==> src/rtl/compound_accum_pkg.sv <==
// Shared types for the compound-assignment accumulator: op codes, FSM states
// and the DIV/MOD accept-to-completion latency.
package compound_accum_pkg;

  typedef enum logic [3:0] {
    OP_SET  = 4'd0,
    OP_ADD  = 4'd1,
    OP_SUB  = 4'd2,
    OP_MUL  = 4'd3,
    OP_DIV  = 4'd4,
    OP_MOD  = 4'd5,
    OP_AND  = 4'd6,
    OP_OR   = 4'd7,
    OP_XOR  = 4'd8,
    OP_SHL  = 4'd9,
    OP_SHR  = 4'd10,
    OP_ASHL = 4'd11,
    OP_ASHR = 4'd12
  } op_e;

  typedef enum logic [1:0] {
    ST_IDLE = 2'd0,
    ST_DIV  = 2'd1,
    ST_DONE = 2'd2
  } state_e;

  // One quotient bit per cycle plus the DONE cycle.
  function automatic int div_latency(input int width);
    return width + 1;
  endfunction

endpackage

==> src/rtl/compound_accum_div.sv <==
// Iterative restoring unsigned divider: one quotient bit per cycle, WIDTH cycles.
// quotient_o/remainder_o carry the final result in the cycle done_o is high.
module compound_accum_div #(
  parameter int WIDTH = 8
) (
  input  logic             clk,
  input  logic             rst,
  input  logic             start_i,
  input  logic [WIDTH-1:0] dividend_i,
  input  logic [WIDTH-1:0] divisor_i,
  output logic [WIDTH-1:0] quotient_o,
  output logic [WIDTH-1:0] remainder_o,
  output logic             done_o
);

  localparam int CNT_W = $clog2(WIDTH + 1);

  logic             busy_q;
  logic [CNT_W-1:0] cnt_q;
  logic [WIDTH-1:0] rem_q, quo_q, dsr_q;
  logic [WIDTH-1:0] rem_d, quo_d;
  logic [WIDTH:0]   partial, diff;
  logic             q_bit;

  // Shift the next dividend bit into the partial remainder and trial-subtract.
  always_comb begin
    partial = {rem_q, quo_q[WIDTH-1]};
    diff    = partial - {1'b0, dsr_q};
    q_bit   = ~diff[WIDTH];
    rem_d   = q_bit ? diff[WIDTH-1:0] : partial[WIDTH-1:0];
    quo_d   = {quo_q[WIDTH-2:0], q_bit};
  end

  assign quotient_o  = quo_d;
  assign remainder_o = rem_d;
  assign done_o      = busy_q && (cnt_q == CNT_W'(1));

  always_ff @(posedge clk) begin
    if (rst) begin
      busy_q <= 1'b0;
      cnt_q  <= '0;
      rem_q  <= '0;
      quo_q  <= '0;
      dsr_q  <= '0;
    end else if (start_i) begin
      busy_q <= 1'b1;
      cnt_q  <= CNT_W'(WIDTH);
      rem_q  <= '0;
      quo_q  <= dividend_i;
      dsr_q  <= divisor_i;
    end else if (busy_q) begin
      rem_q <= rem_d;
      quo_q <= quo_d;
      cnt_q <= cnt_q - CNT_W'(1);
      if (cnt_q == CNT_W'(1)) busy_q <= 1'b0;
    end
  end

endmodule

==> src/rtl/compound_accum_unit.sv <==
// Accumulator applying C-style compound assignments (acc op= operand).
// Define COMPOUND_ACCUM_DIV_EN to build the iterative divider for DIV/MOD.
module compound_accum_unit
  import compound_accum_pkg::*;
#(
  parameter int WIDTH = 8
) (
  input  logic             clk,
  input  logic             rst,
  input  logic             in_valid,
  output logic             in_ready,
  input  logic [3:0]       op,
  input  logic [WIDTH-1:0] operand,
  output logic             out_valid,
  output logic [WIDTH-1:0] acc,
  output logic             err
);

  state_e           state_q, state_d;
  logic [WIDTH-1:0] acc_q, acc_d;
  logic             out_valid_q, out_valid_d;
  logic             err_q, err_d;
  logic             accept, start_div, div_done;
  op_e              op_cur;

  assign accept = in_valid && in_ready;
  assign op_cur = op_e'(op);

`ifdef COMPOUND_ACCUM_DIV_EN
  logic [WIDTH-1:0] div_quo, div_rem;
  logic             is_mod_q, is_mod_d;

  compound_accum_div #(.WIDTH(WIDTH)) u_div (
    .clk        (clk),
    .rst        (rst),
    .start_i    (start_div),
    .dividend_i (acc_q),
    .divisor_i  (operand),
    .quotient_o (div_quo),
    .remainder_o(div_rem),
    .done_o     (div_done)
  );
`else
  assign div_done = 1'b0;
`endif

  // Datapath next state.
  // NOTE: every variable gets a default first so no path infers a latch.
  always_comb begin
    acc_d       = acc_q;
    out_valid_d = 1'b0;
    err_d       = 1'b0;
    start_div   = 1'b0;
`ifdef COMPOUND_ACCUM_DIV_EN
    is_mod_d    = is_mod_q;
`endif
    if (accept) begin
      out_valid_d = 1'b1;
      case (op_cur)
        OP_SET:          acc_d = operand;
        OP_ADD:          acc_d = acc_q + operand;
        OP_SUB:          acc_d = acc_q - operand;
        OP_MUL:          acc_d = acc_q * operand;
        OP_AND:          acc_d = acc_q & operand;
        OP_OR:           acc_d = acc_q | operand;
        OP_XOR:          acc_d = acc_q ^ operand;
        OP_SHL, OP_ASHL: acc_d = acc_q << operand;
        OP_SHR:          acc_d = acc_q >> operand;
        OP_ASHR:         acc_d = $unsigned($signed(acc_q) >>> operand);
`ifdef COMPOUND_ACCUM_DIV_EN
        OP_DIV, OP_MOD: begin
          // Divide by zero finishes immediately: DIV saturates, MOD keeps acc.
          if (operand == '0) begin
            if (op_cur == OP_DIV) acc_d = '1;
          end else begin
            out_valid_d = 1'b0;
            start_div   = 1'b1;
            is_mod_d    = (op_cur == OP_MOD);
          end
        end
`endif
        default:         err_d = 1'b1;
      endcase
    end
`ifdef COMPOUND_ACCUM_DIV_EN
    if (state_q == ST_DIV && div_done) begin
      acc_d       = is_mod_q ? div_rem : div_quo;
      out_valid_d = 1'b1;
    end
`endif
  end

  // FSM: state register.
  // NOTE: sequential state uses non-blocking assignments so all registers see pre-edge values.
  always_ff @(posedge clk) begin
    if (rst) state_q <= ST_IDLE;
    else     state_q <= state_d;
  end

  // FSM: next state.
  always_comb begin
    state_d = state_q;
    case (state_q)
      ST_IDLE: if (start_div) state_d = ST_DIV;
      ST_DIV:  if (div_done)  state_d = ST_DONE;
      ST_DONE: state_d = ST_IDLE;
      default: state_d = ST_IDLE;
    endcase
  end

  // FSM: outputs.
  always_comb begin
    in_ready = (state_q == ST_IDLE);
  end

  always_ff @(posedge clk) begin
    if (rst) begin
      acc_q       <= '0;
      out_valid_q <= 1'b0;
      err_q       <= 1'b0;
`ifdef COMPOUND_ACCUM_DIV_EN
      is_mod_q    <= 1'b0;
`endif
    end else begin
      acc_q       <= acc_d;
      out_valid_q <= out_valid_d;
      err_q       <= err_d;
`ifdef COMPOUND_ACCUM_DIV_EN
      is_mod_q    <= is_mod_d;
`endif
    end
  end

  assign acc       = acc_q;
  assign out_valid = out_valid_q;
  assign err       = err_q;

endmodule
==> config.mk <==
export PLATFORM = sky130hd
export DESIGN_NAME = compound_accum_unit
export DESIGN_NICKNAME = d
export VERILOG_FILES = /design/src/rtl/compound_accum_pkg.sv /design/src/rtl/compound_accum_div.sv /design/src/rtl/compound_accum_unit.sv
export SDC_FILE = /design/constraint.sdc
export NUM_CORES = 1
export LEC_CHECK = 0
export CAP_MARGIN = 20
export CORE_MARGIN = 5
export CORE_UTILIZATION = 50
export CTS_CLUSTER_SIZE = 28
export DETAILED_ROUTE_END_ITERATION = 8
export GPL_TIMING_DRIVEN = 0
export PLACE_DENSITY = 0.7
export SLEW_MARGIN = 20
export SYNTH_ARGS = -nofsm -noshare
export SYNTH_HDL_FRONTEND = slang
export SYNTH_SLANG_ARGS = --single-unit
==> constraint.sdc <==
create_clock -name clk -period 6.4 [get_ports clk]
set_input_delay 1.28 -clock clk [delete_from_list [all_inputs] [get_ports clk]]
set_output_delay 1.28 -clock clk [all_outputs]
set_load 0.005 [all_outputs]
==> results.sh <==
export IMPL_cts_hold_buf=0
export IMPL_grt_setup_unrepaired="false"
export IMPL_syn_avg_cell_area_sq_um=7.171
export IMPL_initial_core_util_pct=50.61
export IMPL_vias=3567
export IMPL_holdCritPathClass="reg2reg"
export IMPL_gr_usage_met3_pct=8.264
export IMPL_dp_hpwl_mm=9.221
export IMPL_critPathCaptureType="flip-flop"
export IMPL_criticalPathCategory="in2reg"
export IMPL_synth_edff_count=0
export IMPL_synth_area_leaders="ha_1 (16%), fa_1 (8.2%), dfxtp_1 (6.3%)"
export IMPL_ys_seq_area_share_pct=6.302
export IMPL_cts_tree="built"
export IMPL_cts_sinks=10
export IMPL_cts_buffer_depth=2
export IMPL_grt_max_degree=12
export IMPL_fillers=629
export IMPL_track_usage_pct=27.95
export IMPL_drive_gt1_share_pct=6.170
export IMPL_busiest_layer="met2"
export IMPL_syn_inst=443
export IMPL_synth_nets=511
export IMPL_grt_use_met1_pct=37.86
export IMPL_hold_path_depth=2
export IMPL_synth_lib_cells_used_distinct=57
export IMPL_first_pass_iters=6
export IMPL_final_cell_count_no_fill=547
export IMPL_synth_area_sq_um=3177
export IMPL_ff2ff_setup_slack_ps=1790
export IMPL_port_buffers=23
export IMPL_grt_pass1_wl_mm=18.36
export IMPL_dieHeight_um=89.71
export IMPL_grt_overflow=0
export IMPL_ys_ff_latch=10
export IMPL_ioPinCount=26
export IMPL_grt_pass1_vias=3397
export IMPL_root_buffer="clkbuf_8"
export IMPL_ant_nets=0
export IMPL_synth_warnings=0
export IMPL_rows=29
export IMPL_mostFrequentLayoutCells="nor2_1 (51), nand2_1 (47), ha_1 (40)"
export IMPL_period_share_pct=95.63
export IMPL_yosysTopAreaCell="ha_1"
export IMPL_cts_htree_levels=1
export IMPL_via_per_inst=6.521
export IMPL_final_max_slew_violation_count=0
export IMPL_fmax_ghz=0.1634
export IMPL_drv_cap=0
export IMPL_core_sq_um=6277
export IMPL_postCtsSetupBuffers=0
export IMPL_powerDensity_nw_per_um2=128.4
export IMPL_finalWirelength_mm=11.65
export IMPL_clk_latency_ps=240
export IMPL_num_nets_final=539
export IMPL_holdPathEnd="acc[1]"
export IMPL_power_leakage_uw=0.001443
export IMPL_ir_drop_mv=0.1369
export IMPL_required_ps=6540
export IMPL_critPathArrivalTime_ps=6260
export IMPL_gp_congestion=1.069
export IMPL_cts_clk_slew_worst_paths_ps=60
export IMPL_mostFrequentLayoutCell="nor2_1"
export IMPL_tightest_slew_ps=1028
export IMPL_ys_flop_type="dfxtp_1"
export IMPL_reg2reg_to="acc[7]"
export IMPL_diodes=0
export IMPL_routedWlPerCell_um=21.29
export IMPL_async_reset_ff_share_pct=0
export IMPL_dp_cells=543
export IMPL_min_from="acc[1]"
export IMPL_antenna_found_initial=0
export IMPL_drc=0
export IMPL_crit_fanout=10
export IMPL_drt_iter0_drc=490
export IMPL_ctsResizeCount=0
export IMPL_worstReg2RegStart="acc[3]"
export IMPL_synth_top_cell_area_share_pct=15.75
export IMPL_setup_tns_final_ps=0
export IMPL_maxSlewHeadroom_pct=30.93
export IMPL_use_met2_pct=42.32
export IMPL_min_period_ps=6120
export IMPL_status="completed"
export IMPL_reg2reg_depth=15
export IMPL_crit_path_start_kind="input pin"
export IMPL_area_growth_pct=12.01
export IMPL_skew_ps=5.726
export IMPL_cts_buffers=3
export IMPL_hold_viol_final=0
export IMPL_setup_viol_count_final=0
export IMPL_fp_dieW_um=89.71
export IMPL_die_area_sq_um=8048
synth_stat cells, types with 2 or more instances:
master     number
buf_6           2
clkbuf_1       20
nand3b_1        2
a21boi_0        2
a311oi_1        2
inv_1          37
mux4_2          6
nor4_4          2
o221ai_1        3
clkinv_1        2
a211oi_1        7
nor3_1          7
o21ai_0        25
a21oi_1        31
a22oi_1         6
o31a_1          3
a211o_1         2
xor2_1          5
a32oi_1         5
o2bb2ai_1       3
dfxtp_1        10
a222oi_1        2
mux2i_1         2
nand4_1         8
nand2b_1        5
o21a_1          5
nor2b_1         7
buf_2           7
nand3_1        12
o31ai_1         3
fa_1           13
a21o_1          3
o22ai_1         4
nor2_1         51
ha_1           40
mux2_2          2
nand2_1        47
and2_1          3
a31oi_1         8
xnor2_1        22
worst max path at each step:
stage / from / cells after the start / endpoint / slack [ps]
floorplan: operand[3] / 16 / acc[7] / 1250
global placement: operand[2] / 18 / acc[7] / 90
detailed placement: operand[2] / 18 / acc[7] / 110
CTS: operand[2] / 18 / acc[7] / 340
global route: operand[2] / 18 / acc[7] / 10
finish: operand[2] / 18 / acc[7] / 280
through the flow:
stage / setup slack (ps) / total power, uW / utilization, % / area [sq um] / hold WS [ps]
after detailed placement: 105.6 / 367.9 / 55.81 / 3503 / 774.0
after floorplan: 1250 / 277.4 / - / 3177 / 635.2
after global placement: 85.78 / 366.1 / 55.81 / 3503 / 772.7
after CTS: 337.4 / 451.6 / 56.69 / 3558 / 780.5
after global routing: 12.41 / 490.3 / 56.69 / 3558 / 869.4
final: 279.8 / 456.9 / 56.69 / 3558 / 808.7
cell type report:
type | instances | area [sq um] | area share, %
Inverter | 40 | 150.1 | 4.219
Clock buffer | 4 | 55.05 | 1.547
Timing Repair Buffer | 23 | 230.2 | 6.470
Sequential cell | 10 | 200.2 | 5.626
Buffer | 31 | 143.9 | 4.044
Tap cell | 77 | 96.34 | 2.707
Multi-Input combinational cell | 362 | 2683 | 75.39
state kept, by name (all words and copies together), names as in the netlist:
| name | flops |
|---|---|
| err | 1 |
| acc | 8 |
| out_valid | 1 |
routing by layer:
metal | routed length, um | share of wire [%]
met5 | 0 | 0
met4 | 473 | 4.1
met3 | 1398 | 12
met2 | 4988 | 43
met1 | 4786 | 41
cells by family (layout without fill, tap and decap cells):
family                     Yosys count  after routing  share of synthesized area [%]
adders and majority gates           53             53                          23.95
AOI/OAI and AO/OA                  121            121                          24.93
buffers and inverters               71             98                          9.255
DFF                                 10             10                          6.302
other                                1              1                         0.1180
and+or+nand+nor                    150            150                          22.41
muxes                               10             10                          5.593
xor gates and xnor gates            27             27                          7.444
power breakdown:
group          internal [uW]  switching (uW)
sequential              67.3            10.2
clock                   54.3            27.9
combinational            121             176
critical path, stage by stage:
cell             delay, ps
clkdlybuf4s50_1        480
clkbuf_1               370
clkbuf_1               440
inv_1                  290
nor2_1                 160
ha_1                   160
inv_1                   50
fa_1                   520
inv_1                   40
ha_1                   290
fa_1                   540
fa_1                   480
a21o_1                 200
a21oi_1                190
xnor2_1                170
xnor2_1                170
nand2_1                120
a311oi_1               300
Power figures use the tool's default switching activity.
